==> src/rtl/tpu_job_sequencer.sv <==
// rtl/tpu_job_sequencer.sv - in-order job queue with launch/monitor/report FSM for the TPU matmul engine
module tpu_job_sequencer #(
    parameter int DEPTH          = 4,
    parameter int TIMEOUT_CYCLES = 65535,
    parameter int START_WAIT     = 2
) (
    input  logic                     clk,
    input  logic                     reset,
    input  logic                     job_valid,
    output logic                     job_ready,
    input  logic [7:0]               job_K,
    input  logic [7:0]               job_M,
    input  logic [7:0]               job_N,
    input  logic [31:0]              job_offset,
    input  logic [3:0]               job_tag,
    output logic                     tpu_in_valid,
    output logic [7:0]               tpu_K,
    output logic [7:0]               tpu_M,
    output logic [7:0]               tpu_N,
    output logic [31:0]              tpu_offset,
    input  logic                     tpu_busy,
    output logic                     done_valid,
    input  logic                     done_ready,
    output logic [3:0]               done_tag,
    output logic [31:0]              done_cycles,
    output logic                     done_error,
    output logic [$clog2(DEPTH):0]   queue_count,
    output logic                     idle
);
    localparam int AW = $clog2(DEPTH);
    localparam int CW = AW + 1;

    typedef enum logic [2:0] {IDLE, LAUNCH, START, RUN, DRAIN, REPORT} state_t;
    state_t state, state_next;

    logic [7:0]    q_k   [DEPTH];
    logic [7:0]    q_m   [DEPTH];
    logic [7:0]    q_n   [DEPTH];
    logic [31:0]   q_off [DEPTH];
    logic [3:0]    q_tag [DEPTH];
    logic [AW-1:0] wr_ptr, rd_ptr;
    logic [CW-1:0] count, count_next;
    logic [31:0]   cycles, wait_cnt;
    logic          push, pop, head_zero, busy_last, rec_set, rec_err;

    assign push         = job_valid && job_ready;
    assign pop          = (state == IDLE) && (count != '0) && !done_valid;
    assign head_zero    = (q_k[rd_ptr] == 8'd0) || (q_m[rd_ptr] == 8'd0) || (q_n[rd_ptr] == 8'd0);
    // True when the busy cycle being sampled now is the one that hits the timeout.
    assign busy_last    = (cycles == 32'(TIMEOUT_CYCLES - 1));
    assign tpu_in_valid = (state == LAUNCH);
    assign queue_count  = count;
    assign idle         = (state == IDLE) && (count == '0);
    assign done_cycles  = cycles;

    always_ff @(posedge clk) begin
        if (push) begin
            q_k[wr_ptr]   <= job_K;
            q_m[wr_ptr]   <= job_M;
            q_n[wr_ptr]   <= job_N;
            q_off[wr_ptr] <= job_offset;
            q_tag[wr_ptr] <= job_tag;
        end
    end

    always_comb begin
        count_next = count;
        if (push && !pop)
            count_next = count + CW'(1);
        else if (pop && !push)
            count_next = count - CW'(1);
    end

    // job_ready is computed from the next count so it never depends on this cycle's pop.
    always_ff @(posedge clk or posedge reset) begin
        if (reset) begin
            wr_ptr    <= '0;
            rd_ptr    <= '0;
            count     <= '0;
            job_ready <= 1'b0;
        end else begin
            if (push) wr_ptr <= wr_ptr + AW'(1);
            if (pop)  rd_ptr <= rd_ptr + AW'(1);
            count     <= count_next;
            job_ready <= (count_next < CW'(DEPTH));
        end
    end

    always_ff @(posedge clk or posedge reset) begin
        if (reset)
            state <= IDLE;
        else
            state <= state_next;
    end

    always_comb begin
        state_next = state;
        rec_set    = 1'b0;
        rec_err    = 1'b0;
        case (state)
            IDLE: begin
                if (pop) begin
                    state_next = head_zero ? REPORT : LAUNCH;
                    rec_set    = head_zero;
                    rec_err    = 1'b1;
                end
            end
            LAUNCH: state_next = START;
            START: begin
                if (tpu_busy) begin
                    state_next = busy_last ? DRAIN : RUN;
                    rec_set    = busy_last;
                    rec_err    = 1'b1;
                end else if (wait_cnt == 32'(START_WAIT - 1)) begin
                    state_next = REPORT;
                    rec_set    = 1'b1;
                    rec_err    = 1'b1;
                end
            end
            RUN: begin
                if (!tpu_busy) begin
                    state_next = REPORT;
                    rec_set    = 1'b1;
                end else if (busy_last) begin
                    state_next = DRAIN;
                    rec_set    = 1'b1;
                    rec_err    = 1'b1;
                end
            end
            DRAIN: begin
                if (!tpu_busy)
                    state_next = (done_valid && !done_ready) ? REPORT : IDLE;
            end
            REPORT: begin
                if (done_ready) state_next = IDLE;
            end
            default: state_next = IDLE;
        endcase
    end

    always_ff @(posedge clk or posedge reset) begin
        if (reset) begin
            tpu_K      <= '0;
            tpu_M      <= '0;
            tpu_N      <= '0;
            tpu_offset <= '0;
            done_tag   <= '0;
            done_error <= 1'b0;
            done_valid <= 1'b0;
            cycles     <= '0;
            wait_cnt   <= '0;
        end else begin
            if (pop) begin
                done_tag <= q_tag[rd_ptr];
                cycles   <= '0;
                wait_cnt <= '0;
                // Zero-dimension jobs never reach the TPU, so the last launched values stay put.
                if (!head_zero) begin
                    tpu_K      <= q_k[rd_ptr];
                    tpu_M      <= q_m[rd_ptr];
                    tpu_N      <= q_n[rd_ptr];
                    tpu_offset <= q_off[rd_ptr];
                end
            end
            case (state)
                START: begin
                    if (tpu_busy)
                        cycles <= 32'd1;
                    else
                        wait_cnt <= wait_cnt + 32'd1;
                end
                RUN: begin
                    if (tpu_busy) cycles <= cycles + 32'd1;
                end
                default: ;
            endcase
            if (rec_set) begin
                done_valid <= 1'b1;
                done_error <= rec_err;
            end else if (done_valid && done_ready) begin
                done_valid <= 1'b0;
            end
        end
    end
endmodule

==> config.mk <==
export PLATFORM = sky130hd
export DESIGN_NAME = tpu_job_sequencer
export DESIGN_NICKNAME = d
export VERILOG_FILES = /design/src/rtl/tpu_job_sequencer.sv
export SDC_FILE = /design/constraint.sdc
export NUM_CORES = 1
export LEC_CHECK = 0
export CAP_MARGIN = 10
export CORE_MARGIN = 1
export CORE_UTILIZATION = 25
export CTS_BUF_LIST = sky130_fd_sc_hd__clkbuf_16
export CTS_CLUSTER_SIZE = 16
export DETAILED_ROUTE_END_ITERATION = 10
export DONT_BUFFER_PORTS = 1
export GPL_TIMING_DRIVEN = 0
export PLACE_DENSITY = 0.44
export SLEW_MARGIN = 20
export SYNTH_ARGS = -nofsm -noshare
export SYNTH_HDL_FRONTEND = slang
export SYNTH_SLANG_ARGS = --single-unit
==> constraint.sdc <==
create_clock -name clk -period 4.4 [get_ports clk]
set_clock_uncertainty 0.05 [all_clocks]
set_input_delay 0.88 -clock clk [delete_from_list [all_inputs] [get_ports clk]]
set_output_delay 0.88 -clock clk [all_outputs]
set_load 0.02 [all_outputs]
# [Yosys cells after proc, flatten, opt, wreduce, memory -nomap -nowiden]
# Memories as Yosys holds them, arrays and structs flattened. A register that Yosys moved wholly into a read port is not among the register bits.
# Index checks and enable logic that the tools add are counted.
[classes] n_addsub=6 n_lt_le_gt_ge=1 n_eq_ne=12 mux=34 bitwise_logic=1 n_reduce_logical=23
[op_table] op="$mux W32" n=6
[op_table] op="$add A32 B1 Y32 const B" n=2
[op_table] op="$pmux W32 S2" n=1
[op_table] op="$mux W3" n=12
[op_table] op="$eq A32 B1 Y1 const B" n=1
[op_table] op="$eq A32 B16 Y1 const B" n=1
[op_table] op="$logic_not A8 Y1" n=3
[op_table] op="$pmux W3 S6" n=1
[op_table] op="$mux W1" n=12
[op_table] op="$logic_and A1 B1 Y1" n=8
[op_table] op="$eq A3 B2 Y1 const B" n=2
[op_table] op="$eq A3 B3 Y1 const B" n=2
[op_table] op="$logic_not A3 Y1" n=2
[op_table] op="$ne A2 B2 Y1 const B" n=3
[op_table] op="$ne A3 B3 Y1 const B" n=2
[op_table] op="$pmux W1 S3" n=2
[op_table] op="$reduce_and A5 Y1" n=1
[op_table] op="$add A2 B1 Y2 const B" n=2
[op_table] op="$logic_not A1 Y1" n=4
[op_table] op="$add A3 B1 Y3 const B" n=1
[op_table] op="$eq A3 B1 Y1 const B" n=1
[op_table] op="$lt A3 B3 Y1 const B" n=1
[op_table] op="$reduce_bool A3 Y1" n=1
[op_table] op="$sub A3 B1 Y3 const B" n=1
[op_table] op="other kinds (4)" n=5
[word_totals] register_bits=101 mem_bits_rw=240 out_inout_bits=100 wordCells=94 memories=5
[mem_list] name="q_off" words=4 word_bits=32 read_ports=1 rd_ports_with_merged_regs=1 write_ports=1 line_no="39" text="logic [31:0] q_off [DEPTH];"
[mem_list] name="q_k" words=4 word_bits=8 read_ports=1 rd_ports_with_merged_regs=0 write_ports=1 line_no="36" text="logic [7:0] q_k [DEPTH];"
[mem_list] name="q_m" words=4 word_bits=8 read_ports=1 rd_ports_with_merged_regs=0 write_ports=1 line_no="37" text="logic [7:0] q_m [DEPTH];"
[mem_list] name="q_n" words=4 word_bits=8 read_ports=1 rd_ports_with_merged_regs=0 write_ports=1 line_no="38" text="logic [7:0] q_n [DEPTH];"
[mem_list] name="q_tag" words=4 word_bits=4 read_ports=1 rd_ports_with_merged_regs=1 write_ports=1 line_no="40" text="logic [3:0] q_tag [DEPTH];"

# [Depth between registers and ports, before layout]
# Gate-level depths: netlist (run 1).
[depth] depth_word=7 ltp_mapped=14 mapped_depth_nobuf=12

# [Worst setup path before layout (run 1)]
# OpenSTA, ideal clock, no wires.
[synth_path] kind="in2reg" start="input job_valid" end="memory q_k[0][0], enable pin" setup_ps=424 arrival_ps=2348 t_required_ps=3926 path_slack_ps=1577 stages=1 path_buffers=0 cell_sequence="and3_1"
[synth_via] elab_chain_len=3
[synth_lines] element="start, declared" line_no="9" text="input logic job_valid,"
[synth_lines] element="$logic_and A1 B1 Y1" line_no="46" text="assign push = job_valid && job_ready;"
[synth_lines] element="$mux W1" line_no="57" text="if (push) begin"
[synth_lines] element="$mux W1 (implied by the code)" line_no="58" text="q_k[wr_ptr] <= job_K;"
[synth_lines] element="end, declared" line_no="36"
# Every way passes these cells.

# [Worst setup path in the final report (run 1)]
[layout_path] start="register count[1] (netlist: queue_count[1])" end="register job_ready"
[layout_via] elab_chain_len=7
[layout_lines] element="start, declared" line_no="42" text="logic [CW-1:0] count, count_next;"
[layout_lines] element="start signal, assigned" line_no="84" text="count <= count_next;"
[layout_lines] element="$reduce_bool A3 Y1 (*)" line_no="47" text="assign pop = (state == IDLE) && (count != '0) && !done_valid;"
[layout_lines] element="$logic_and A1 B1 Y1 (*) (2 in series)" line_no="47"
[layout_lines] element="net pop" line_no="44" text="logic push, pop, head_zero, busy_last, rec_set, rec_err;"
[layout_lines] element="$logic_and A1 B1 Y1 or $logic_not A1 Y1 (tied branches)" line_no="70, 68"
[layout_lines] element="$mux W3 or $logic_and A1 B1 Y1 (tied branches)" line_no="70, 68"
[layout_lines] element="$mux W3 (*)" line_no="68" text="if (push && !pop)"
[layout_lines] element="net count_next[2]" line_no="42"
[layout_lines] element="$lt A3 B3 Y1 (*)" line_no="85" text="job_ready <= (count_next < CW'(DEPTH));"
[layout_lines] element="end signal, assigned" line_no="85"
[layout_lines] element="end, declared" line_no="10" text="output logic job_ready,"
# The timed path passes the listed nets; every way through them passes the cells marked *.
# A chain may end at the register's enable or synchronous reset.

==> results of run 1 <==
## metal layers
layer | GRT usage | up-vias | wire length [µm] | part of all wire
li1 | - | 3745 | - | -
met1 | 0.1513 | 4208 | 15830 | 0.42
met2 | 0.1977 | 201 | 17800 | 0.47
met3 | 0.04933 | 57 | 3442 | 0.090
met4 | 0.04014 | 0 | 960 | 0.025
met5 | 0 | - | 0 | 0
## logic make-up (layout without fill, tap and decap cells)
family / Yosys count / count (layout) / share of synthesized area
flip-flops: 377 / 377 / 0.6917
adder cells (fa/ha/maj): 13 / 13 / 0.01058
XOR/XNOR: 12 / 12 / 0.006836
multiplexers: 130 / 130 / 0.1497
AND/OR/NAND/NOR: 231 / 231 / 0.07812
buffers and inverters: 58 / 153 / 0.02246
AO/OA/AOI/OAI: 110 / 110 / 0.04053
other: 0 / 1 / 0
## power groups by stage
stage,registers (mW),logic (mW),clock network (mW)
5_1_grt,5.50,3.37,4.15
3_3_place_gp,5.53,3.09,0
4_1_cts,5.43,3.17,4.04
3_5_place_dp,5.49,3.17,0
2_1_floorplan,5.26,2.34,0
6_report,5.40,3.04,3.89
## area by class of cell
type / count / area [µm²] / share of cell area
Timing Repair Buffer: 9 / 187.7 / 0.01035
Buffer: 44 / 292.8 / 0.01615
Multi-Input combinational cell: 496 / 4414 / 0.2435
Inverter: 14 / 56.30 / 0.003105
Antenna cell: 1 / 2.502 / 0.0001380
Clock buffer: 47 / 1176 / 0.06487
Clock inverter: 39 / 387.9 / 0.02139
Tap cell: 782 / 978.4 / 0.05396
Sequential cell: 377 / 10640 / 0.5866
## placed cells by master (no fill, tap or decap), types with 5 or more instances in the layout
master / n
sky130_fd_sc_hd__edfxtp_1: 240
sky130_fd_sc_hd__dfrtp_1: 137
sky130_fd_sc_hd__nand2_1: 74
sky130_fd_sc_hd__o21ai_0: 61
sky130_fd_sc_hd__mux4_2: 52
sky130_fd_sc_hd__clkbuf_16: 47
sky130_fd_sc_hd__mux2_4: 40
sky130_fd_sc_hd__nand3_1: 35
sky130_fd_sc_hd__clkbuf_1: 25
sky130_fd_sc_hd__nor2_1: 24
sky130_fd_sc_hd__inv_1: 19
sky130_fd_sc_hd__a21oi_1: 18
sky130_fd_sc_hd__nor4_1: 17
sky130_fd_sc_hd__nand4_1: 17
sky130_fd_sc_hd__and3_1: 17
sky130_fd_sc_hd__mux2_2: 16
sky130_fd_sc_hd__buf_12: 14
sky130_fd_sc_hd__mux2i_1: 14
sky130_fd_sc_hd__ha_1: 13
sky130_fd_sc_hd__a31oi_1: 9
sky130_fd_sc_hd__clkinv_2: 9
sky130_fd_sc_hd__clkinv_1: 9
sky130_fd_sc_hd__mux4_1: 8
sky130_fd_sc_hd__and4_1: 8
sky130_fd_sc_hd__o31ai_1: 8
sky130_fd_sc_hd__nor3_1: 8
sky130_fd_sc_hd__xnor2_1: 7
sky130_fd_sc_hd__buf_2: 6
sky130_fd_sc_hd__bufinv_16: 6
sky130_fd_sc_hd__xor2_1: 5
## critical path, stage by stage, from the launching register on
cell and delay (ps):
sky130_fd_sc_hd__dfrtp_1 570, sky130_fd_sc_hd__inv_1 140, sky130_fd_sc_hd__ha_1 250, sky130_fd_sc_hd__nand2b_1 120, sky130_fd_sc_hd__nand2b_1 100, sky130_fd_sc_hd__or4_1 400, sky130_fd_sc_hd__clkbuf_1 210, sky130_fd_sc_hd__inv_2 220
sky130_fd_sc_hd__clkbuf_1 520, sky130_fd_sc_hd__ha_1 300, sky130_fd_sc_hd__nand2_1 60, sky130_fd_sc_hd__nor2_1 80, sky130_fd_sc_hd__a21oi_1 50, sky130_fd_sc_hd__xnor2_1 190, sky130_fd_sc_hd__inv_1 60
## flip-flops by register name, summed over array words and instances, names as in the netlist, 2 cells and up
name	flops
q_k	32
q_m	32
done_tag	4
wr_ptr	2
q_n	32
q_off	128
done_cycles	32
queue_count	3
tpu_offset	32
q_tag	16
tpu_K	8
state	3
tpu_N	8
tpu_M	8
rd_ptr	2
wait_cnt	32
## metrics by stage
step / utilization / TNS (ps) / std cells / power, mW
finish: 0.2993 / 0 / 1809 / 12.33
detailed placement: 0.2734 / 0 / 1722 / 8.658
global route: 0.2992 / 0 / 1808 / 13.01
floorplan: - / 0 / 931 / 7.596
global placement: 0.2700 / -4253 / 1713 / 8.617
CTS: 0.2992 / 0 / 1808 / 12.64
## final timing paths
check / startpoint / endpoint / slack, ps / cells after the start
worst max register to register: queue_count[1]$_DFFE_PP0P_ / job_ready$_DFF_PP0_ / 940 / 14
min in group clk: job_K[7] / q_k[0][7]$_DFFE_PP_ / 320 / 0
max in group asynchronous: reset / done_tag[0]$_DFFE_PP0P_ / 3420 / 3
worst min-delay path: reset / done_cycles[6]$_DFF_PP0_ / 130 / 1
worst min register to register: wait_cnt[31]$_DFF_PP0_ / wait_cnt[31]$_DFF_PP0_ / 430 / 1
worst max-delay path: queue_count[1]$_DFFE_PP0P_ / job_ready$_DFF_PP0_ / 940 / 14
==> run summary, run 1 <==
The flow ran to the end, and the final reports show no timing, DRC or antenna violations. The number of nets in the layout is 1066, and the average routed wire per standard cell is 21.03 µm. Combinational group share of total power: 0.247. The logs give 8.331 mW for the internal power consumption and 1 for the number of antenna violations at the first check in global routing. Most frequently used cell type in the post-synthesis netlist: sky130_fd_sc_hd__edfxtp_1. The via total after detailed routing was 8211. The routed design has 38040 µm of wire.

The final critical-path share of the clock period is 0.7854, and the worst-margin pin slew is 1010 ps. Post-route minimum period: 3456 ps. The total count of hold-check failures in the final report came out at 0. The tools report the proportion of power drawn by the clock network as 0.316. The residual DRC count came out at 0.

The tools report the post-cts hold buffer count as 0. In this run the static leakage power is 6.674 nW. The synthesized netlist occupies a cell area of 15370 µm². The maximum number of pins on one net before global-route repair is 35. Static timing analysis puts the maximum clock frequency at 289.4 MHz. Worst voltage drop across the vdd grid: 471.5 µV. Via count of the first global-routing pass: 8714. The run gives 0.3205 as the headroom to the max-slew limit. In the synthesized netlist, the number of instances is 931.

The areal power density over the cells works out to 680.1 nW/µm². In the synthesized netlist the dominant register cell turns out to be sky130_fd_sc_hd__edfxtp_1. The H-tree was split into 2 levels. CTS saw 377 sinks.

The share of Yosys cell area claimed by the top area cell type came out at 0.4688. Counting flops with a built-in enable in the synthesized netlist gives 240. Counting along the longest clock path gives a buffer depth of 3.

The run gives 4.000 mW as the switching power. TritonCTS built the clock tree. The fraction of final layout cells with drive strength greater than 1 is 0.2076. Worst hold path class: in2async. The mean number of vias per cell was 4.539; the peak fanout along the critical path was 10.

The clock transition at the registers of the reported paths came out at 60 ps. Ranked by instance count, the synthesized netlist is headed by 240 x sky130_fd_sc_hd__edfxtp_1, 137 x sky130_fd_sc_hd__dfrtp_1, 74 x sky130_fd_sc_hd__nand2_1, 61 x sky130_fd_sc_hd__o21ai_0, 52 x sky130_fd_sc_hd__mux4_2. The tools report the global-route usage over all layers as 0.1235. Design area: 18130 µm². Final hold analysis gives a worst-case slack of 125.2 ps. The count of nets left with antenna violations once routing finished came out at 0.

sky130_fd_sc_hd__edfxtp_1 takes more of the synthesized area than any other cell. The floorplan has 90 rows. The cell at the root of the clock tree is sky130_fd_sc_hd__clkbuf_16. The x dimension of the die came out at 250.0 µm. The number of setup buffers added after CTS was 0; the die outline area was 62500 µm². The area of placed instances came out at 16560 µm². Measured along the y axis, the die boundary spans 250.0 µm. The async set or reset register ratio after synthesis was 0.3634. Setup repair after global routing left no endpoint under its margin. The flop and latch count out of synthesis is 377, and the total of warnings raised by yosys is 0. For the quantity of gates resized following cts, the log shows 0. For the worst setup path, the data arrival time is 3850 ps. Routability congestion estimate from global placement: 0.7753. The synthesis-to-finish area growth works out to 17.93%.

The tools report the sequential-to-total area share from yosys stat as 0.6917. OpenSTA, run right after detailed placement, puts the worst setup slack at 844.9 ps. When the netlist entered floorplanning its net count stood at 1009.

The logs give 600 ps for the worst-skew pair later-pin latency and 0 for the max-slew violation total from the final report. The run gives 0 as the final number of setup-violating endpoints. After global routing the overflow that remains totals 0. The number of buffers added by the clock tree synthesis step was 46; the count of input and output buffers was 0. The average instance area after synthesis is 16.51 µm², and the number of detailed-routing iterations run before antenna repair is 4. By area the synthesized netlist is led by sky130_fd_sc_hd__edfxtp_1 47%, sky130_fd_sc_hd__dfrtp_1 22%, sky130_fd_sc_hd__mux4_2 7.6%, sky130_fd_sc_hd__mux2_4 3.9%, sky130_fd_sc_hd__o21ai_0 2.0%. The first global-routing pass estimated 57820 µm of wire. Across the run, the number of max-cap violations was 0. The sort of element at the end of the critical path was a register.

After filler insertion, the fill cell instance count of the layout stands at 6018. For the count of boundary I/O pins, the log shows 165. STA classifies the critical path startpoint as a register. The path type of the worst setup path was reg2reg.

Synthesis instantiated 50 different standard cells from the library. Minimum setup slack in the final design: 944.2 ps. For the worst setup path, the data required time is 4790 ps.

The tools report the sequential fraction of design power as 0.438. The net switching fraction of the power is 0.3244, and the iteration-0 DRC count of the detailed router is 459. The tools report the core footprint as 60580 µm². Detailed placement ended at an HPWL of 25050 µm.

For the effective utilization at floorplan, the log shows 0.2538.
No activity file was read; power rests on OpenSTA's default activity.
==> inputs of run 2 (changes only) <==
--- a/config.mk
+++ b/config.mk
@@ -13,7 +13,7 @@
 export DETAILED_ROUTE_END_ITERATION = 10
 export DONT_BUFFER_PORTS = 1
 export GPL_TIMING_DRIVEN = 0
-export PLACE_DENSITY = 0.44
+export PLACE_DENSITY = 0.42
 export SLEW_MARGIN = 20
 export SYNTH_ARGS = -nofsm -noshare
 export SYNTH_HDL_FRONTEND = slang
==> constraint.sdc (replaced) <==
create_clock -name clk -period 3.5 [get_ports clk]
set_clock_uncertainty 0.05 [all_clocks]
set_input_delay 0.7 -clock clk [delete_from_list [all_inputs] [get_ports clk]]
set_output_delay 0.7 -clock clk [all_outputs]
set_load 0.02 [all_outputs]
==> run summary, run 2 (synthesized netlist as in run 1, its figures left out) <==
The run finished with clean final reports. Leakage power of the design: 6.628 nW. The cell sitting at the root of the clock tree is a sky130_fd_sc_hd__clkbuf_16.

For this design the top-level I/O count stands at 165. From bottom edge to top edge, the die measures 250.0 µm. Static timing analysis puts the maximum clock frequency at 317.0 MHz. The library cells used most frequently in the layout, excluding fill and tap cells, are 240 x sky130_fd_sc_hd__edfxtp_1, 137 x sky130_fd_sc_hd__dfrtp_1, 74 x sky130_fd_sc_hd__nand2_1.

Max-cap violations in this run came to 0. Prior to clock tree synthesis, the placed netlist has a worst setup slack of 100.1 ps. In this run the deepest clock path goes through 3 buffers.

The post-cts hold buffer count was 0. The number of antenna diodes came out at 0. Detailed routing inserted a total of 8256 vias. The logs give 0.255 for the combinational group share of total power and 5 for the number of detailed-routing iterations run before antenna repair. In this run the power spent charging and discharging nets is 5.029 mW. The count of standard-cell rows is 90.

The design area was 18000 µm²; the worst voltage drop across the vdd grid was 377.3 µV. The sort of element at the end of the critical path is a register. The proportion of power drawn by the clock network is 0.299.

Detailed placement finished with a half-perimeter wire length of 24960 µm. STA puts the critical path data required time at 3900 ps. For the worst setup path, the data arrival time is 3550 ps.

The fraction of final layout cells with drive strength greater than 1 was 0.2029; the largest stage delay on the critical path was 530 ps. The run gives 0 as the total count of hold-check failures in the final report. In the routed design, unresolved DRC markers number 0. The net switching fraction of the power was 0.3306. The number of nets in the layout was 1066. The worst register-to-register path has a setup slack of 350 ps. The CTS H-tree depth is 2. Setup violations remaining at the end of the flow were counted as 0. The worst path needs 3154 ps of the cycle, external delays included. The register with the most flip-flops in the final layout is q_off.

The run gives 38890 µm as the overall routed net length. The kind of cell adding the most delay to the critical path is buffers and inverters. The flip-flop count of the largest register after layout works out to 128. At the end of routability-driven placement, the weighted congestion stood at 0.7496. The headroom to the max-slew limit is 0.3789, and the amount of wire on met3 after detailed routing is 3987 µm.

The worst hold path class is in2async. TritonCTS built the clock tree. The via count of the first global-routing pass is 8706.

Mean number of vias per cell: 4.569. Peak fanout along the critical path: 10. The wire length of the first global-routing pass is 58460 µm, and the accumulated negative setup slack is 0 ps. The post-route total power was 15.21 mW. Wire segments on met2 add up to 18350 µm in the final route. The most frequent standard cell in the layout excluding fill and tap cells is sky130_fd_sc_hd__edfxtp_1.

The max-slew violation total from the final report is 0. The global-route usage over all layers came out at 0.1261. Signal routing reaches up to met4.

The number of setup buffers added after CTS came out at 0. The core footprint was 60580 µm². Setup repair after global routing left no endpoint under its margin.

The critical path runs through a total of 9 cells. The number of cells on the worst reg-to-reg path is 9, and the number of antenna violations at the first check in global routing is 0. The internal portion of the total power is 10.18 mW.

The worst-skew pair later-pin latency is 580 ps. The number of buffers added by the clock tree synthesis step was 46. The slowest cell on the critical path is sky130_fd_sc_hd__nor4_1.

In this run the power density over the cells is 845.0 nW/µm². The final critical-path share of the clock period came out at 0.9012. The clock transition at the registers of the reported paths was 60 ps.

The final global-route overflow total is 0, and the final core utilization is 0.2972. The worst-margin pin slew is 931.7 ps. The critical path contains buffers and inverters numbering 4 combined. Number of fillers in the final layout: 6033.

The worst setup path is of the reg2reg kind. Once placement finished, the instance area stood at 16570 µm². The average routed wire per standard cell is 21.52 µm. Iteration-0 DRC count of the detailed router: 521. Across all setup checks in the final design, the least slack found is 345.8 ps. The die covers 62500 µm². Clock tree synthesis found a total of 377 sinks. The critical path goes through buf_2, buf_2, mux4_2, nor4_1, nand2_1, nand3_2, buf_12, buf_12, mux2_4. The logs give 0.2538 for the effective utilization at floorplan and 37 for the maximum number of pins on one net before global-route repair. In the final routing, the length of wire on met1 measures 15740 µm.

Compared with the post-synthesis result, the final layout area differs by 17.10%. Input and output buffers added on the ports amount to 0. The category of the worst setup path launch point is a register. The floorplan step set the die width to 250.0 µm.

The number of antenna-violating nets in the routed design was 0. The sequential fraction of design power was 0.446.
==> run 2: changes by cell type in the layout (fill, tap and decap cells not counted), moves of 2 or more <==
cell / previous run / this run
sky130_fd_sc_hd__clkinv_4: 4 / 0
sky130_fd_sc_hd__clkbuf_1: 25 / 23
sky130_fd_sc_hd__clkbuf_2: 0 / 2
sky130_fd_sc_hd__inv_1: 19 / 23
sky130_fd_sc_hd__bufinv_16: 6 / 3
sky130_fd_sc_hd__clkinvlp_4: 1 / 3
sky130_fd_sc_hd__clkinv_1: 9 / 11
==> run 2: cell type report <==
| type | count | area (µm²) | area share |
|---|---|---|---|
| flip-flops and latches | 377 | 10640 | 0.5907 |
| multi-input cells | 496 | 4414 | 0.2452 |
| clock buffers | 46 | 1151 | 0.06394 |
| well taps | 782 | 978.4 | 0.05435 |
| plain buffers | 44 | 295.3 | 0.01640 |
| clock inverters | 39 | 277.8 | 0.01543 |
| repair buffers | 9 | 195.2 | 0.01084 |
| inverters | 14 | 56.30 | 0.003127 |
==> run 2: repair_timing <==
item                                   in CTS  in global routing
gates resized for setup                     0                  2
setup endpoints to repair                   0                  3
endpoints found under the hold margin       0                  0
==> run 2: metal layers <==
| metal | track usage | vias up |
|---|---|---|
| li1 | - | 3751 |
| met1 | 0.1502 | 4211 |
| met2 | 0.2024 | 237 |
| met3 | 0.05820 | 57 |
| met4 | 0.03804 | 0 |
| met5 | 0 | - |
==> run 2: through the flow <==
| step | std cells | hold WS (ps) |
|---|---|---|
| floorplan | 931 | 396.3 |
| global placement | 1713 | 421.5 |
| detailed placement | 1722 | 420.5 |
| CTS | 1807 | 16.48 |
| global route | 1807 | 46.71 |
| finish | 1807 | 34.93 |
==> run 2: path summary, 6_finish.rpt <==
check,from,end
min in group clk,job_offset[4],q_off[3][4]$_DFFE_PP_
worst min-delay path,reset,done_valid$_DFFE_PP0P_
worst max-delay path,rd_ptr[1]$_DFFE_PP0P_,tpu_K[4]$_DFFE_PP0P_
max in group asynchronous,reset,tpu_offset[8]$_DFFE_PP0P_
worst max register to register,rd_ptr[1]$_DFFE_PP0P_,tpu_K[4]$_DFFE_PP0P_
worst min register to register,wait_cnt[31]$_DFF_PP0_,wait_cnt[31]$_DFF_PP0_
==> run 2: power by group through the flow <==
stage                     combinational [mW]  sequential [mW]  clock (mW)
after floorplan                         2.94             6.61           0
after global placement                  3.96             6.93           0
after detailed placement                4.04             6.88           0
after CTS                               4.05             6.80        4.74
after global routing                    4.28             6.90        4.88
final                                   3.88             6.78        4.55
==> inputs of run 3 (changes only) <==
--- a/config.mk
+++ b/config.mk
@@ -5,6 +5,7 @@
 export SDC_FILE = /design/constraint.sdc
 export NUM_CORES = 1
 export LEC_CHECK = 0
+export ABC_AREA = 1
 export CAP_MARGIN = 10
 export CORE_MARGIN = 1
 export CORE_UTILIZATION = 25
@@ -13,6 +14,7 @@
 export DETAILED_ROUTE_END_ITERATION = 10
 export DONT_BUFFER_PORTS = 1
 export GPL_TIMING_DRIVEN = 0
+export HOLD_SLACK_MARGIN = 0.08
 export PLACE_DENSITY = 0.42
 export SLEW_MARGIN = 20
 export SYNTH_ARGS = -nofsm -noshare
==> run summary, run 3 <==
The min-delay analysis places its worst path in the category in2reg. The register with the most flip-flops in the layout has 128 of them. The x dimension of the die was 257.6 µm; the overall routed net length was 49730 µm. For the worst setup path, the data arrival time is 3500 ps. The worst setup path is launched from a register. The number of setup buffers added after CTS is 0. The flow ran to the end, and the final reports show no timing, DRC or antenna violations.

The global-route usage over all layers was 0.1508. The worst-skew pair later-pin latency was 590 ps. The number of nets in the synthesized netlist is 1692. The sort of element at the end of the critical path is a register. The CTS H-tree depth was 2; the worst-margin pin slew was 899.5 ps.

The residual DRC count is 0. Die outline area: 66360 µm². The worst voltage drop across the vdd grid is 378.5 µV. Ranked by instance count, the synthesized netlist is headed by 408 x sky130_fd_sc_hd__nand2_1, 240 x sky130_fd_sc_hd__edfxtp_1, 173 x sky130_fd_sc_hd__nor2_1, 142 x sky130_fd_sc_hd__nand3_1, 137 x sky130_fd_sc_hd__dfrtp_1.

The critical path in this run is classified as reg2reg. For the area of placed instances, the log shows 17840 µm². The largest register by flop count is q_off. The total overflow left after global routing is 0. The number of nets in the layout was 1757; the TritonCTS sink count was 377. The max-cap violation count is 0, and the die height is 257.6 µm. The share of Yosys cell area claimed by the top area cell type works out to 0.4412.

The fraction of final layout cells with drive strength greater than 1 is 0.07630, and the final critical-path share of the clock period is 0.8652. For the via total after detailed routing, the log shows 11850. The synthesis-to-finish area growth was 18.38%; the area of the mapped netlist was 16330 µm². In the synthesized netlist the dominant register cell turns out to be sky130_fd_sc_hd__edfxtp_1. After technology mapping, the gate count stands at 1614.

Setup violations remaining at the end of the flow were counted as 0. The run gives 0.2534 as the effective utilization at floorplan. The final non-filler cell total is 2572, and the number of synthesized flops with an enable pin is 240. The cell accounting for the most synthesized area is sky130_fd_sc_hd__edfxtp_1. The run gives 12060 as the via count of the first global-routing pass. The headroom to the max-slew limit is 0.4004, and the number of cells after detailed placement is 2486. The tools report the sequential-to-total area share from yosys stat as 0.6511. After floorplanning, the core was sized to cover 64460 µm².

The average instance area after synthesis was 10.12 µm²; the number of antenna violations at the first check in global routing was 1. Most frequent standard cell in the layout excluding fill and tap cells: sky130_fd_sc_hd__nand2_1. Static timing analysis puts the maximum clock frequency at 330.2 MHz.

In this run the deepest clock path goes through 3 buffers. The number of antenna diodes was 0. The most common cell in the synthesized netlist is sky130_fd_sc_hd__nand2_1. The average routed wire per standard cell is 19.33 µm, and the count of boundary I/O pins is 165.

Post-detailed-placement half-perimeter wirelength: 34410 µm. Entering global routing, the biggest net connects 29 pins. Peak fanout along the critical path: 19.

The worst path needs 3028 ps of the cycle, external delays included. The tools report the design area as 19340 µm². The run gives 3970 ps as the endpoint required time on the critical path. In the layout the commonest cells are 408 x sky130_fd_sc_hd__nand2_1, 240 x sky130_fd_sc_hd__edfxtp_1, 169 x sky130_fd_sc_hd__nor2_1.

Setup repair after global routing left no endpoint under its margin. In this run, synthesis produced a sequential element count of 377. For the total count of hold-check failures in the final report, the log shows 0. The number of detailed-routing iterations run before antenna repair is 7, and the leakage power of the design is 7.591 nW.

TritonCTS built the clock tree. During placement, the flow inserted port buffers numbering 0. The clock transition at the registers of the reported paths was 60 ps; the count of standard-cell rows was 93. Once detail routing completed, the nets flagged for antenna violations numbered 0. The areal power density over the cells was 847.2 nW/µm². Buffers inserted during clock tree synthesis total 46. The congestion estimate from routability-driven global placement came to 0.8217. The synthesized netlist contains 36 unique library cells.

The cell at the root of the clock tree is sky130_fd_sc_hd__clkbuf_16. In this run, post-CTS repair resized a total of 0 instances. The wire length of the first global-routing pass came out at 76100 µm. In the routed layout, each cell is associated on average with a via count of 4.609.

Yosys printed 0 warnings. Yosys attributes the largest share of cell area to sky130_fd_sc_hd__edfxtp_1 44%, sky130_fd_sc_hd__dfrtp_1 21%, sky130_fd_sc_hd__nand2_1 9.4%, sky130_fd_sc_hd__nand3_1 4.4%, sky130_fd_sc_hd__nor2_1 4.0%. The iteration-0 DRC count of the detailed router came out at 813. On the final layout, the worst hold slack is 154.2 ps.

Async set or reset register ratio after synthesis: 0.3634. For the slack of the worst reg-to-reg path, the log shows 470 ps. The run gives 0 as the max-slew violation total from the final report.
## run 3: cell types whose count changed in the layout (fill, tap and decap cells not counted), moves of 15 or more
cell | previous run | this run
sky130_fd_sc_hd__nand2_1 | 74 | 408
sky130_fd_sc_hd__nor2_1 | 24 | 169
sky130_fd_sc_hd__nand3_1 | 35 | 142
sky130_fd_sc_hd__inv_1 | 23 | 122
sky130_fd_sc_hd__o21ai_0 | 61 | 123
sky130_fd_sc_hd__mux4_2 | 52 | 0
sky130_fd_sc_hd__o22ai_1 | 0 | 50
sky130_fd_sc_hd__mux2_4 | 40 | 0
sky130_fd_sc_hd__nand4_1 | 17 | 51
sky130_fd_sc_hd__and3_1 | 17 | 0
sky130_fd_sc_hd__mux2_2 | 16 | 0
sky130_fd_sc_hd__nor3_1 | 8 | 23
sky130_fd_sc_hd__nor4_1 | 17 | 2
## run 3: worst max-delay path, cell delays in order (launching register included)
cell,delay (ps)
sky130_fd_sc_hd__dfrtp_1,510
sky130_fd_sc_hd__inv_1,130
sky130_fd_sc_hd__ha_1,220
sky130_fd_sc_hd__nand2_1,80
sky130_fd_sc_hd__nand2_1,100
sky130_fd_sc_hd__nor2_4,360
sky130_fd_sc_hd__buf_2,600
sky130_fd_sc_hd__buf_1,590
sky130_fd_sc_hd__nand4_1,250
sky130_fd_sc_hd__nand2_1,100
## run 3: final timing paths
check                                           startpoint                          to  cells after the start
worst max-delay path            queue_count[0]$_DFFE_PP0P_        tpu_N[4]$_DFFE_PP0P_                      9
worst min-delay path                        job_offset[20]      q_off[1][20]$_DFFE_PP_                      0
worst max register to register  queue_count[0]$_DFFE_PP0P_        tpu_N[4]$_DFFE_PP0P_                      9
worst min register to register      wait_cnt[31]$_DFF_PP0_      wait_cnt[31]$_DFF_PP0_                      1
max in group asynchronous                            reset  tpu_offset[24]$_DFFE_PP0P_                      5
min in group asynchronous                            reset        tpu_K[3]$_DFFE_PP0P_                      2
## run 3: where the power goes
group | internal, mW | total, mW | switching [mW]
logic | 1.48 | 5.05 | 3.58
registers | 5.70 | 6.68 | 0.979
clock network | 2.69 | 4.65 | 1.96
## run 3: metal layers
layer	up-vias	wire length, µm	GRT usage
li1	5670	-	-
met1	5797	21640	0.1941
met2	306	23520	0.2466
met3	81	3385	0.03985
met4	0	1184	0.04668
met5	-	0	0
## run 3: per-stage QoR
step / TNS, ps / worst slack, ps / power, mW / utilization
after floorplan: -98330 / -409.7 / 9.813 / -
after global placement: -813250 / -3363 / 11.79 / 0.2700
after detailed placement: 0 / 92.85 / 11.95 / 0.2767
after CTS: 0 / 101.1 / 16.69 / 0.3000
after global routing: 0 / 220.5 / 17.50 / 0.3000
final: 0 / 471.8 / 16.38 / 0.3000
## run 3: kinds of logic (layout without fill, tap and decap cells)
family | count (synthesis) | count (layout) | share of synthesized area
DFF | 377 | 377 | 0.6511
and+or+nand+nor | 810 | 810 | 0.2094
xor gates and xnor gates | 13 | 13 | 0.006971
AOI/OAI and AO/OA | 209 | 209 | 0.07001
buffers and inverters | 188 | 291 | 0.05010
muxes | 4 | 4 | 0.002451
adders and majority gates | 13 | 13 | 0.009958
## run 3: final cells by class
cell class,instances,area [µm²]
well taps,855,1070
flip-flops and latches,377,10640
clock buffers,49,1226
inverters,119,450.4
multi-input cells,1049,4911
fillers,6688,45130
plain buffers,68,367.9
repair buffers,18,410.4
clock inverters,37,266.5
## run 3: repair_timing
item,in CTS,in global routing
hold buffers,1,0
setup endpoints to repair,0,1
hold endpoints to repair,14,0
